**src/rtl/rfile_pkg.sv**
```systemverilog
`default_nettype none
// ============================================================================
// Module   : rfile_pkg
// Brief    : Shared types and helpers for the multi-port register file.
// Revision : 1.0 - initial release
// ============================================================================
package rfile_pkg;

    typedef enum logic {RF_IDLE = 1'b0, RF_CLEAR = 1'b1} rfile_state_t;

    // Address width for an n-entry file; never below 1 so tiny files still get a port.
    function automatic int rf_aw(input int n);
        int w;
        w = 1;
        while ((1 << w) < n) w++;
        return w;
    endfunction

endpackage
`default_nettype wire

```
**src/rtl/rfile_clear_fsm.sv**
```systemverilog
`default_nettype none
// ============================================================================
// Module   : rfile_clear_fsm
// Brief    : Sequential zeroing engine; walks entries 1..NREGS-1 after reset
//            or a soft flush and raises busy while it runs.
// Revision : 1.0 - initial release
// ============================================================================
module rfile_clear_fsm
    import rfile_pkg::*;
#(
    parameter int NREGS = 32,
    parameter int AW    = rf_aw(NREGS)
) (
    input  logic          clk,
    input  logic          rst_n,
    input  logic          clr_req,
    output logic          busy,
    output logic          clr_we,
    output logic [AW-1:0] clr_addr
);

    localparam logic [AW-1:0] c_FIRST = AW'(1);
    localparam logic [AW-1:0] c_LAST  = AW'(NREGS - 1);

    rfile_state_t  r_state;
    rfile_state_t  w_state_nxt;
    logic [AW-1:0] r_ptr;
    logic [AW-1:0] w_ptr_nxt;

    always_ff @(posedge clk) begin
        if (!rst_n) begin
            r_state <= RF_CLEAR;
            r_ptr   <= c_FIRST;
        end else begin
            r_state <= w_state_nxt;
            r_ptr   <= w_ptr_nxt;
        end
    end

    always_comb begin
        w_state_nxt = r_state;
        w_ptr_nxt   = r_ptr;
        busy        = 1'b0;
        clr_we      = 1'b0;
        clr_addr    = r_ptr;
        case (r_state)
            RF_IDLE: begin
                if (clr_req) begin
                    w_state_nxt = RF_CLEAR;
                    w_ptr_nxt   = c_FIRST;
                end
            end
            RF_CLEAR: begin
                busy      = 1'b1;
                // A reset edge must not itself modify storage.
                clr_we    = rst_n;
                w_ptr_nxt = r_ptr + c_FIRST;
                if (r_ptr == c_LAST) begin
                    w_state_nxt = RF_IDLE;
                end
            end
            default: w_state_nxt = RF_IDLE;
        endcase
    end

endmodule
`default_nettype wire

```
**src/rtl/reg_file_mp.sv**
```systemverilog
`default_nettype none
// ============================================================================
// Module   : reg_file_mp
// Brief    : Parametrised multi-port register file with hardwired-zero entry 0,
//            asynchronous reads and a sequential clear engine.
//            Define RFILE_BYPASS_EN to forward same-cycle write data to reads.
// Revision : 1.0 - initial release
// ============================================================================
module reg_file_mp
    import rfile_pkg::*;
#(
    parameter  int XLEN   = 32,
    parameter  int NREGS  = 32,
    parameter  int NREAD  = 2,
    parameter  int NWRITE = 1,
    localparam int AW     = rf_aw(NREGS)
) (
    input  logic                   clk,
    input  logic                   rst_n,
    input  logic                   clr_req,
    output logic                   busy,
    input  logic [NREAD*AW-1:0]    r_addr,
    output logic [NREAD*XLEN-1:0]  r_data,
    input  logic [NWRITE-1:0]      w_en,
    input  logic [NWRITE*AW-1:0]   w_addr,
    input  logic [NWRITE*XLEN-1:0] w_data
);

    // Left without reset so it can map onto distributed RAM.
    logic [XLEN-1:0] r_mem [NREGS];

    logic            w_busy;
    logic            w_clr_we;
    logic [AW-1:0]   w_clr_addr;
    logic [NWRITE-1:0] w_wr_ok;

    function automatic logic addr_ok(input logic [AW-1:0] a);
        return (a != '0) && (int'(a) < NREGS);
    endfunction

    rfile_clear_fsm #(
        .NREGS (NREGS),
        .AW    (AW)
    ) u_clear (
        .clk      (clk),
        .rst_n    (rst_n),
        .clr_req  (clr_req),
        .busy     (w_busy),
        .clr_we   (w_clr_we),
        .clr_addr (w_clr_addr)
    );

    assign busy = w_busy;

    generate
        for (genvar j = 0; j < NWRITE; j++) begin : g_wq
            assign w_wr_ok[j] = w_en[j] && !w_busy && addr_ok(w_addr[j*AW +: AW]);
        end
    endgenerate

    // Later ports overwrite earlier ones, so the highest port wins a collision.
    always_ff @(posedge clk) begin
        if (w_clr_we) begin
            r_mem[w_clr_addr] <= '0;
        end else begin
            for (int j = 0; j < NWRITE; j++) begin
                if (w_wr_ok[j]) begin
                    r_mem[w_addr[j*AW +: AW]] <= w_data[j*XLEN +: XLEN];
                end
            end
        end
    end

    generate
        for (genvar k = 0; k < NREAD; k++) begin : g_rd
            logic [AW-1:0]   w_ra;
            logic [XLEN-1:0] w_rv;

            assign w_ra = r_addr[k*AW +: AW];

            always_comb begin
                w_rv = '0;
                if (addr_ok(w_ra)) begin
                    w_rv = r_mem[w_ra];
                end
`ifdef RFILE_BYPASS_EN
                for (int j = 0; j < NWRITE; j++) begin
                    if (w_wr_ok[j] && (w_addr[j*AW +: AW] == w_ra)) begin
                        w_rv = w_data[j*XLEN +: XLEN];
                    end
                end
`endif
                if (w_busy) begin
                    w_rv = '0;
                end
            end

            assign r_data[k*XLEN +: XLEN] = w_rv;
        end
    endgenerate

endmodule
`default_nettype wire
```
**config.mk**
```make
export PLATFORM = sky130hd
export DESIGN_NAME = reg_file_mp
export DESIGN_NICKNAME = d
export VERILOG_FILES = /design/src/rtl/rfile_pkg.sv /design/src/rtl/rfile_clear_fsm.sv /design/src/rtl/reg_file_mp.sv
export SDC_FILE = /design/constraint.sdc
export NUM_CORES = 1
export LEC_CHECK = 0
export CAP_MARGIN = 5
export CORE_MARGIN = 5
export CORE_UTILIZATION = 25
export CTS_CLUSTER_SIZE = 16
export DETAILED_ROUTE_END_ITERATION = 8
export PLACE_DENSITY = 0.47
export SLEW_MARGIN = 20
export SYNTH_ARGS = -nofsm -noshare
export SYNTH_HDL_FRONTEND = slang
export SYNTH_HIERARCHICAL = 1
export SYNTH_SLANG_ARGS = --single-unit
```
**constraint.sdc**
```tcl
create_clock -name clk -period 10.38 [get_ports clk]
set_input_delay 1.038 -clock clk [delete_from_list [all_inputs] [get_ports clk]]
set_output_delay 1.038 -clock clk [all_outputs]
set_load 0.005 [all_outputs]
```
==> results.md <==
* Number of global-route vias before repair at 27790
* Post-synth EDFFs at 1024
* CTS tree: yes
* Hold-fix buffers, CTS at 0
* Area contributors post-synth: edfxtp_1 64%, mux4_2 23%, mux2i_1 4.8%
* Final setup TNS at 0 ps
* Antenna violations before repair at 1
* Synth area leader: edfxtp_1
* Number of max-cap violations at 0
* Fin. Hold Viols at 0
* HP Class: flop to flop
* Power density over the cells at 158 mW/mm^2
* Port Buffers at 115
* Post-synth cell types at 48
* Pleak at 18.4 nW
* Synthesis-to-finish area growth at 16.0%
* FFs w/ async S/R, synth at 0
* Via count at 26469
* Clk buf depth at 3
* Post-layout util at 0.292
* Register clock-pin slew on the reported worst setup and hold paths at 60 ps
* Initial Util at 0.252
* FF-to-FF setup slack at 6210 ps
* Worst path slowest cell: buf_4
* Post-CTS setup buffer count at 0
* Worst setup path category: input port to primary output
* Non-Filler Instances at 5040
* Clock root buffer: clkbuf_16
* Critical path required time at 9340 ps
* Worst Tran Pin Value at 1150 ps
* Synthesized area at 0.0479 sq mm
* Post-synth top flop: edfxtp_1
* Period utilization at 0.585
* Clk Latency, worst-skew pair at 710 ps
* TritonCTS Buffers at 104
* RSZ-0062 raised after global routing: false
* Pre-antenna DRT Iters at 5
* Overall Global Routing Usage at 0.160
* Nets at 2496
* CP delay by family, top: buffers and inverters
* DRT antenna net count at 0
* Clock skew at 18.6 ps
* VDD IR-drop max at 0.000118 V
* Multi-input gate area at 0.0165 sq mm
* First-pass GRT wire length at 225000 um
* Cells after Synth at 2324
* CTS H-tree depth at 3
* WL/cell at 32.4 um
* CP dominant cell by count: buf_4
* Syn Area/Cell at 20.6 sq um
* Largest net degree at the start of global routing at 131
* Slew HR at 0.232
* Post-DR vias/cell at 5.25
* Clock sinks at 1030
* Status: finished, final reports clean
* Cells after DPL at 4848
* DIE AREA at 0.200 sq mm
* Seq. cell area at 0.0309 sq mm
* CP cell instances: buf_8, buf_4, buf_4, mux4_2, a22o_1, a2111oi_0, a21oi_1, clkdlybuf4s50_1
* Count leader, synth: edfxtp_1
* Syn_nets at 2377
* Critical path buffers and inverters at 4
* CP max stage delay at 770 ps
* DRC Markers at 0
* Setup violators final at 0
* Achievable frequency at 165 MHz
* I/O pin count at 116
* Slew Limit Fails at 0
* Critical Path End Type: primary output
* Layout cell share with drive strength beyond 1 at 0.326
* Fin crit period at 6080 ps
* GRT overflow at 0
* Die Ht at 448 um
* Global placement routability congestion at 0.761
* Die Width at 448 um
* Crit path launch type: input port
* Post-DP HPWL at 91100 um
* Core area at 0.190 sq mm
* Seq/Total Area, Yosys at 0.644
* Yosys top cell area share at 0.642
* Crit-path max FO at 61
* FILL cells at 18382
* Std-Cell Rows at 160
* Top cells by count, synth: 1024 x edfxtp_1, 488 x mux4_2, 229 x mux2i_1
* Flop and latch count out of synthesis at 1030
* Synth warnings at 6
* WL final at 163000 um
* Post-CTS Resized at 0
* CP Data Arrival Time at 5040 ps
* Drt first-iter violations at 2341
[final timing paths]
| path | startpoint | end | cells after the start |
|---|---|---|---|
| setup / recovery | r_addr[0] | r_data[9] | 8 |
| hold / removal | u_clear/clr_addr[3] | u_clear/clr_addr[3] | 2 |
| setup reg to reg | u_clear/r_state | r_mem[1][15] | 6 |
| hold reg to reg | u_clear/clr_addr[3] | u_clear/clr_addr[3] | 2 |
[layout make-up]
cell class | instances | share of cell area
clock buffers | 130 | 0.0492
diodes | 2 | 0.0000901
inverters | 6 | 0.000405
multi-input cells | 1104 | 0.296
clock inverters | 60 | 0.00887
repair buffers | 197 | 0.0332
well taps | 2511 | 0.0565
flip-flops and latches | 1030 | 0.556
[cell families (layout without fill, tap and decap cells)]
group,count (synthesis),count (layout),synth area share
flops,1030,1030,0.644
mux,758,758,0.287
compound gates,210,210,0.0342
buf+inv,190,393,0.0181
simple gates,134,134,0.0158
fa+ha+maj,2,2,0.000522
other cells,0,2,0
[cell usage in the layout, fill, tap and decap left out, drive strengths merged, types with 32 or more instances in the layout]
| master | count |
|---|---|
| o22a | 32 |
| mux4 | 488 |
| clkinv | 45 |
| o221ai | 32 |
| clkdlybuf4s50 | 108 |
| edfxtp | 1024 |
| clkbuf | 130 |
| mux2 | 41 |
| buf | 89 |
| mux2i | 229 |
| and2 | 36 |
[flip-flops by register name (all words and copies together), names as in the netlist]
signal,flops
r_mem,1024
u_clear/clr_addr,5
u_clear/r_state,1
[report_power, final]
part	switching, mW	internal, mW
sequential	0.0129	4.54
combinational	0.309	0.246
clock	1.64	2.02
total	1.96	6.80
[stage by stage]
stage	setup slack [ps]	power [mW]	cell area [sq um]	hold slack [ps]
after global routing	4010	9.04	55600	608
after floorplan	2780	5.01	47900	510
after CTS	4210	8.86	55500	583
after detailed placement	4200	5.20	52300	576
after global placement	3630	5.20	52300	562
final	4300	8.76	55600	588
[worst min-delay path, cell delays in order (launching register included)]
cell and delay (ps):
dfxtp_1 380, nand2_1 90, a31oi_1 70
[layer usage]
layer | GRT usage | vias up | share of wire
met3 | 0.0239 | 245 | 0.055
li1 | - | 10428 | -
met2 | 0.278 | 1081 | 0.51
met5 | 0 | - | 0
met1 | 0.203 | 14715 | 0.40
met4 | 0.0591 | 0 | 0.037
Power figures use the tool's default switching activity.
